<file path="src/rtl/step_counter_if.sv">
// Control/status bundle for step_counter: the master drives the controls,
// and the slave (the counter) returns count, ovf and tc.
interface step_counter_if #(
   parameter int WIDTH  = 8,
   parameter int STEP_W = 4
);
   logic              enable;
   logic              load;
   logic [WIDTH-1:0]  load_value;
   logic              up;
   logic [STEP_W-1:0] step;
   logic              sat_mode;
   logic [WIDTH-1:0]  terminal;
   logic [WIDTH-1:0]  count;
   logic              ovf;
   logic              tc;

   modport master (
      output enable, load, load_value, up, step, sat_mode, terminal,
      input  count, ovf, tc
   );

   modport slave (
      input  enable, load, load_value, up, step, sat_mode, terminal,
      output count, ovf, tc
   );
endinterface

</file>
<file path="src/rtl/step_counter.sv">
// Up/down counter with programmable step, parallel load and wrap/saturate.
// Optional STEP_COUNTER_STICKY_OVF_EN: ovf holds until load or reset.
module step_counter #(
   parameter int                 WIDTH       = 8,
   parameter int                 STEP_W      = 4,
   parameter logic [WIDTH-1:0]   RESET_VALUE = '0
) (
   input logic           clk,
   input logic           rst_b,
   step_counter_if.slave bus
);

   localparam logic [WIDTH-1:0] MAX = '1;

   logic [WIDTH-1:0] count_q, count_d;
   logic             ovf_q, ovf_d;
   logic             tc_q, tc_d;
   logic [WIDTH:0]   step_x;
   logic [WIDTH:0]   sum;
   logic [WIDTH:0]   diff;

   always_comb begin
      step_x = {{(WIDTH + 1 - STEP_W){1'b0}}, bus.step};
      sum    = {1'b0, count_q} + step_x;
      diff   = {1'b0, count_q} - step_x;

      count_d = count_q;
`ifdef STEP_COUNTER_STICKY_OVF_EN
      ovf_d = ovf_q;
`else
      ovf_d = 1'b0;
`endif

      if (bus.load) begin
         count_d = bus.load_value;
         ovf_d   = 1'b0;
      end else if (bus.enable) begin
         if (bus.up) begin
            // bit WIDTH of the sum is the carry out
            if (sum[WIDTH]) begin
               ovf_d   = 1'b1;
               count_d = bus.sat_mode ? MAX : sum[WIDTH-1:0];
            end else begin
               count_d = sum[WIDTH-1:0];
            end
         end else begin
            if (diff[WIDTH]) begin
               ovf_d   = 1'b1;
               count_d = bus.sat_mode ? '0 : diff[WIDTH-1:0];
            end else begin
               count_d = diff[WIDTH-1:0];
            end
         end
      end

      // compare the next count so tc lines up with the count it describes
      tc_d = (count_d == bus.terminal);
   end

   always_ff @(posedge clk or negedge rst_b) begin
      if (!rst_b) begin
         count_q <= RESET_VALUE;
         ovf_q   <= 1'b0;
         tc_q    <= 1'b0;
      end else begin
         count_q <= count_d;
         ovf_q   <= ovf_d;
         tc_q    <= tc_d;
      end
   end

   assign bus.count = count_q;
   assign bus.ovf   = ovf_q;
   assign bus.tc    = tc_q;

endmodule

</file>
<file path="src/flat_wrapper.sv">
// flat-port wrapper written by rule: the top's interface ports become plain ports
module step_counter_flat 
#(
   parameter int                 WIDTH       = 8,
   parameter int                 STEP_W      = 4,
   parameter logic [WIDTH-1:0]   RESET_VALUE = '0
)
  (clk, rst_b, bus_enable, bus_load, bus_load_value, bus_up, bus_step, bus_sat_mode, bus_terminal, bus_count, bus_ovf, bus_tc);
  step_counter_if #(.WIDTH(WIDTH), .STEP_W(STEP_W)) bus_i ();
  input logic clk;
  input logic rst_b;
  input wire logic [$bits(bus_i.enable)-1:0] bus_enable;
  input wire logic [$bits(bus_i.load)-1:0] bus_load;
  input wire logic [$bits(bus_i.load_value)-1:0] bus_load_value;
  input wire logic [$bits(bus_i.up)-1:0] bus_up;
  input wire logic [$bits(bus_i.step)-1:0] bus_step;
  input wire logic [$bits(bus_i.sat_mode)-1:0] bus_sat_mode;
  input wire logic [$bits(bus_i.terminal)-1:0] bus_terminal;
  output wire logic [$bits(bus_i.count)-1:0] bus_count;
  output wire logic [$bits(bus_i.ovf)-1:0] bus_ovf;
  output wire logic [$bits(bus_i.tc)-1:0] bus_tc;
  assign bus_i.enable = bus_enable;
  assign bus_i.load = bus_load;
  assign bus_i.load_value = bus_load_value;
  assign bus_i.up = bus_up;
  assign bus_i.step = bus_step;
  assign bus_i.sat_mode = bus_sat_mode;
  assign bus_i.terminal = bus_terminal;
  assign bus_count = bus_i.count;
  assign bus_ovf = bus_i.ovf;
  assign bus_tc = bus_i.tc;
  step_counter #(.WIDTH(WIDTH), .STEP_W(STEP_W), .RESET_VALUE(RESET_VALUE)) u_core (.clk(clk), .rst_b(rst_b), .bus(bus_i));
endmodule
</file>
<file path="config.mk">
export PLATFORM = sky130hd
export DESIGN_NAME = step_counter_flat
export DESIGN_NICKNAME = d
export VERILOG_FILES = /design/src/rtl/step_counter_if.sv /design/src/rtl/step_counter.sv /design/src/flat_wrapper.sv
export SDC_FILE = /design/constraint.sdc
export NUM_CORES = 1
export LEC_CHECK = 0
export ABC_AREA = 0
export BUFFER_PORTS_ARGS = -buffer_cell sky130_fd_sc_hd__buf_4
export CORE_UTILIZATION = 50
export DETAILED_ROUTE_END_ITERATION = 8
export PLACE_DENSITY = 0.83
export REMOVE_ABC_BUFFERS = 1
export SYNTH_ARGS = -nofsm -noshare
export SYNTH_HDL_FRONTEND = slang
export SYNTH_SLANG_ARGS = --single-unit
export TNS_END_PERCENT = 30
</file>
<file path="constraint.sdc">
create_clock -name clk -period 3.1 [get_ports clk]
set_input_delay 0.155 -clock clk [delete_from_list [all_inputs] [get_ports clk]]
set_output_delay 0.155 -clock clk [all_outputs]
set_load 0.01 [all_outputs]
</file>
==> results_dict.tcl, run 1 <==
set metrics [dict create \
    arrival_ps 3230 \
    cts_sinks 10 \
    synthFlopType "dfrtp_1" \
    rr_startpoint "u_core.bus.count[0]" \
    seq_area_frac_synth_pct 17.4 \
    htree_levels 1 \
    cp-startpoint "u_core.bus.count[0]" \
    slowest_stage "o311a_1" \
    crit_buf_inv 0 \
    routed_via_density 6.10 \
    finalNonFillerCells 249 \
    firstDrtPassIters 5 \
    drt_iter0_markers 73 \
    syn2layout_area_growth_pct 26.2 \
    path_clk_slew_ps 70 \
    clock_skew_ps 6.24 \
    worst_slew_pin_slew_ps 429 \
    num_io_pins 36 \
    ys_types 55 \
    synthesis.instances 183 \
    diodes 0 \
    grt_max_degree 21 \
    wirelength_um 3880 \
    overflow 0 \
    fmax_mhz 329 \
    io_buffer_count 35 \
    track_usage_pct 25.4 \
    cts_made_buffers 3 \
    syn_area_per_cell_um2 7.85 \
    hold_violations 0 \
    period_share_pct 98.0 \
    hpwl_um 2900 \
    fin_crit_ps 3040 \
    crit_path_max_fanout 5 \
    start_util_pct 52.5 \
    cts-root-buf "clkbuf_4" \
    clock_path_buffers 2 \
    design.core.area_mm2 0.00273 \
    grt_pass1_vias 1402 \
    startpoint_type "flop" \
    p_leak_nw 0.809 \
    hold_class "in -> reg" \
    post-place-cells 243 \
    antenna_found_initial 0 \
    vias 1520 \
    critPathKind "reg -> reg" \
    clk_latency_ps 280 \
    postLayoutSetupSlackWorst_ps 63.1 \
    cts_tree "built" \
    path_cells "ha_2 > fa_2 > nor2b_1 > o311a_1 > a21o_1 > a21oi_2 > mux2_4 > a2111oi_4 > a41oi_2 > nor3_2" \
    r2r_setup_slack_ps 60 \
    maxSlewHeadroom_pct 71.2 \
    power_density_mw_per_mm2 362 \
    drive_above_1_share_pct 28.4 \
    nets 256 \
    antenna_left 0 \
    dieArea_mm2 0.00309 \
    synth_edf_count 0 \
    cap_violations 0 \
    ir_drop_v 0.000306 \
    max_stage_delay_ps 410 \
    drcViolationCount 0 \
    finalMaxSlewViolations 0 \
    rows 19 \
    endpoint_kind "flop" \
    status "finished, final reports clean" \
    fin_total_pwr_mw 0.657 \
    synth_seq_cells 10 \
    whs_ps 111 \
    place_ws_ps 101 \
    place_congestion 0.887 \
    die_h_um 55.6 \
    dieWidth_um 55.6 \
    cp.required_ps 3300 \
    crit_family "compound AO/OA/AOI/OAI gates" \
    avgRoutedWirePerCell_um 15.6 \
    netlist_area_mm2 0.00144 \
    hold_start "bus_load_value[4]" \
    setup_violations 0 \
    yosysWarnings 0 \
    async_flop_share_pct 100 \
    grt_pass1_wl_um 6300 \
]
==> sequential cells by signal (all words and copies together) (netlist names) <==
| register | count |
|---|---|
| u_core.bus.ovf | 1 |
| u_core.bus.tc | 1 |
| u_core.bus.count | 8 |
==> final cells by class <==
class	count	area [um2]
clock buffer	4	36.3
sequential	10	250
multi-input combinational	152	1140
inverter	12	45.0
timing repair buffer	40	303
tap	31	38.8
fill	230	921
==> cells by family after synthesis <==
| kind of cell | Yosys count | synth area share (%) |
|---|---|---|
| adders and majority gates | 11 | 10.6 |
| muxes | 6 | 5.05 |
| buffers and inverters | 21 | 6.27 |
| AOI/OAI and AO/OA | 58 | 30.5 |
| DFF | 10 | 17.4 |
| and+or+nand+nor | 71 | 26.5 |
| xor gates and xnor gates | 6 | 3.66 |
==> synthesized netlist by cell type (3+ instances only) <==
master | n | area [um2]
clkbuf_1 | 5 | 18.8
o31ai_1 | 4 | 30.0
o22ai_1 | 3 | 18.8
o221ai_1 | 3 | 26.3
o21ai_0 | 8 | 40.0
nand3_1 | 5 | 25.0
a22oi_1 | 3 | 22.5
nor2_1 | 16 | 60.1
a21o_1 | 3 | 22.5
a21oi_1 | 10 | 50.1
ha_1 | 9 | 113
xor2_1 | 4 | 35.0
nor3_1 | 10 | 50.1
o21a_1 | 3 | 22.5
nor2b_1 | 9 | 56.3
nand2_1 | 12 | 45.0
nand2b_1 | 3 | 18.8
dfrtp_1 | 10 | 250
inv_1 | 12 | 45.0
buf_2 | 3 | 15.0
==> routing by layer <==
metal | part of all wire (%) | routed length, um | vias to the layer above | GRT usage (%)
met5 | 0 | 0 | - | 0
met4 | 2.6 | 99 | 0 | 9.29
met3 | 5.7 | 223 | 11 | 2.56
met2 | 47 | 1830 | 57 | 39.4
met1 | 45 | 1730 | 701 | 36.6
li1 | - | - | 751 | -
==> report_power, final <==
part | leakage, nW | internal, mW | total, mW | switching (mW)
sequential | 0.123 | 0.144 | 0.173 | 0.0298
combinational | 0.666 | 0.172 | 0.362 | 0.190
clock | 0.0210 | 0.0715 | 0.121 | 0.0498
==> path summary, 6_finish.rpt <==
check / end / depth (start not counted)
min in group asynchronous: u_core.bus.count[7] / 2
max in group asynchronous: u_core.bus.count[1] / 2
max: u_core.bus.tc / 10
max reg2reg: u_core.bus.tc / 10
min: u_core.bus.count[4] / 3
min reg2reg: u_core.bus.count[7] / 2
==> metrics by stage <==
| step | utilization [%] | setup TNS (ps) | cell area [um2] |
|---|---|---|---|
| 2_1_floorplan | - | 0 | 1390 |
| 3_3_place_gp | 62.7 | 0 | 1720 |
| 3_5_place_dp | 62.7 | 0 | 1720 |
| 4_1_cts | 64.4 | 0 | 1760 |
| 5_1_grt | 66.3 | -58.3 | 1810 |
| 6_report | 66.3 | 0 | 1810 |
==> worst register-to-register path, delay by kind of cell (launching register included) <==
family | cells | cell delay [ps]
compound gates | 5 | 1290
fa+ha+maj | 2 | 570
flops | 1 | 400
mux | 1 | 330
simple gates | 2 | 360
==> repair_timing <==
item / in CTS / in global routing
resized for setup: 0 / 9
setup endpoints to repair: 0 / 1
hold buffers: 1 / 0
hold endpoints to repair: 10 / 0
buffers inserted: 0 / 1
==> layout by cell type, fill, tap and decap left out, types with 4 or more instances in the layout <==
cell type  instances
xor2_1             4
ha_1               8
nor2_1            16
buf_4             39
nor2b_1            9
a21oi_1            9
dfrtp_1           10
o31ai_1            4
nand2_1           12
o21ai_0            8
nand3_1            5
nor3_1             9
inv_1             11
No activity file was read; power rests on OpenSTA's default activity.
==> run 2: changes to the inputs <==
CORE_UTILIZATION = 48   (was 50)
clock period = 2.6 ns   (was 3.1 ns; I/O delays follow)
==> run 2 against run 1 <==
Compared with the run above: the flow now finishes with violations (negative setup slack); routed wire length grew 20%; sequential cell count is the same; critical path type unchanged; worst hold slack lost 35 ps; register-to-register slack lost 290 ps; first-iteration DRC count grew 23%; sequential share of layout area shrank 1.2 points; sequential power grew 16%; clock skew shrank 3.8 ps; utilization grew 4.8 points; clock power grew 22%; final cell count grew 8.8%.
==> results_dict.tcl, run 2 (synthesized netlist as in run 1, its figures left out) <==
set metrics [dict create \
    status "finished with violations" \
    violations "negative setup slack" \
    firstDrtPassIters 5 \
    fin_crit_ps 2830 \
    finalMaxSlewViolations 0 \
    hpwl_um 3250 \
    syn2layout_area_growth_pct 38.9 \
    final_cell_mix "buf_4 (61), nor2_1 (16), nand2_1 (12)" \
    nets 278 \
    drive_above_1_share_pct 36.7 \
    routed_via_density 6.23 \
    grt_pass1_vias 1640 \
    critPathKind "reg -> reg" \
    dieWidth_um 56.7 \
    hold_class "in -> reg" \
    r2r_setup_slack_ps -230 \
    track_usage_pct 30.9 \
    clock_skew_ps 2.41 \
    wirelength_um 4650 \
    swShare_pct 40.8 \
    cts-root-buf "clkbuf_4" \
    placement.cell_area_mm2 0.00187 \
    hold_depth 3 \
    num_io_pins 36 \
    period_share_pct 109 \
    clock_path_buffers 2 \
    avgRoutedWirePerCell_um 17.1 \
    p_int_mw 0.517 \
    pwr-share-comb_pct 60.1 \
    startpoint_type "flop" \
    postLayoutSetupSlackWorst_ps -230 \
    rows 19 \
    post-place-cells 264 \
    dieArea_mm2 0.00322 \
    grt_max_degree 21 \
    io_buffer_count 35 \
    htree_levels 1 \
    power_density_mw_per_mm2 438 \
    finalNonFillerCells 271 \
    path_clk_slew_ps 70 \
    overflow 0 \
    crit_path_max_fanout 3 \
    p_sw_mw 0.357 \
    maxSlewHeadroom_pct 73.9 \
    cp.required_ps 2800 \
    clkPwrFrac_pct 16.9 \
    design_area_mm2 0.00200 \
    reg2reg_depth 11 \
    setup_violations 1 \
    diodes 0 \
    place_congestion 0.897 \
    antenna_left 0 \
    design.core.area_mm2 0.00281 \
    worst_slew_pin_slew_ps 388 \
    fmax_mhz 353 \
    cap_violations 0 \
    vias 1689 \
    rsz0062_at_grt "yes" \
    die_h_um 56.7 \
    cts_made_buffers 3 \
    cts_sinks 10 \
    clk_latency_ps 270 \
    antenna_found_initial 0 \
    p_leak_nw 0.919 \
    start_util_pct 51.2 \
    cts_tree "built" \
    p_seq_share_pct 22.9 \
    final_common_cell "buf_4" \
    arrival_ps 3030 \
    grt_pass1_wl_um 7690 \
    endpoint_kind "flop" \
    drt_iter0_markers 90 \
    hold_violations 0 \
    largest_register_ffs 8 \
    ir_drop_v 0.000310 \
    drcViolationCount 0 \
]
[run 2: cell type report]
type	count	area, um2
Inverter	12	45.0
Clock buffer	4	36.3
Sequential cell	10	251
Timing Repair Buffer	62	468
Tap cell	31	38.8
Multi-Input combinational cell	152	1160
Fill cell	229	810
[run 2: per-stage QoR]
step	hold slack [ps]	worst slack, ps	utilization (%)	setup TNS [ps]	power, mW
3_5_place_dp	-31.5	-360	66.8	-360	0.667
3_3_place_gp	-32.2	-264	66.8	-264	0.661
2_1_floorplan	-166	-259	-	-259	0.459
4_1_cts	77.5	-172	70.2	-172	0.839
5_1_grt	87.5	-374	71.1	-519	0.928
6_report	76.1	-230	71.1	-230	0.873
[run 2: worst paths after layout]
path                                     start                  end
setup / recovery           u_core.bus.count[0]        u_core.bus.tc
hold / removal               bus_load_value[6]  u_core.bus.count[6]
setup reg to reg           u_core.bus.count[0]        u_core.bus.tc
hold reg to reg            u_core.bus.count[7]  u_core.bus.count[7]
max in group asynchronous                rst_b  u_core.bus.count[1]
min in group asynchronous                rst_b  u_core.bus.count[4]
[run 2: routing by layer]
metal / part of all wire [%] / routed length, um / vias to the layer above / global-route usage, %
met4: 1.4 / 66 / 0 / 9.64
met3: 7.4 / 342 / 9 / 4.15
met5: 0 / 0 / - / 0
met1: 42 / 1930 / 794 / 40.5
li1: - / - / 792 / -
met2: 50 / 2300 / 94 / 52.0
[run 2: timing repair]
action / 4_1_cts / 5_1_grt
setup buffers: 2 / 0
hold buffers: 1 / 0
endpoints found under the setup margin: 1 / 4
gates resized for setup: 7 / 6
endpoints found under the hold margin: 10 / 0
pin swaps: 7 / 3
[run 2: worst max-delay path: stages (launching register included)]
cell and delay [ps]:
dfrtp_1 410, ha_2 190, fa_2 340, nor2b_1 150, buf_4 130, o31ai_2 240, o31ai_1 170, o221ai_1 240
a21oi_1 110, a211o_1 320, mux2_4 310, nor3_2 140
[run 2: power groups by stage]
stage	Clock (mW)	Sequential [mW]	Combinational (mW)
after floorplan	0	0.208	0.251
after global placement	0	0.200	0.461
after detailed placement	0	0.200	0.467
after CTS	0.146	0.198	0.495
after global routing	0.159	0.203	0.566
final	0.148	0.200	0.525
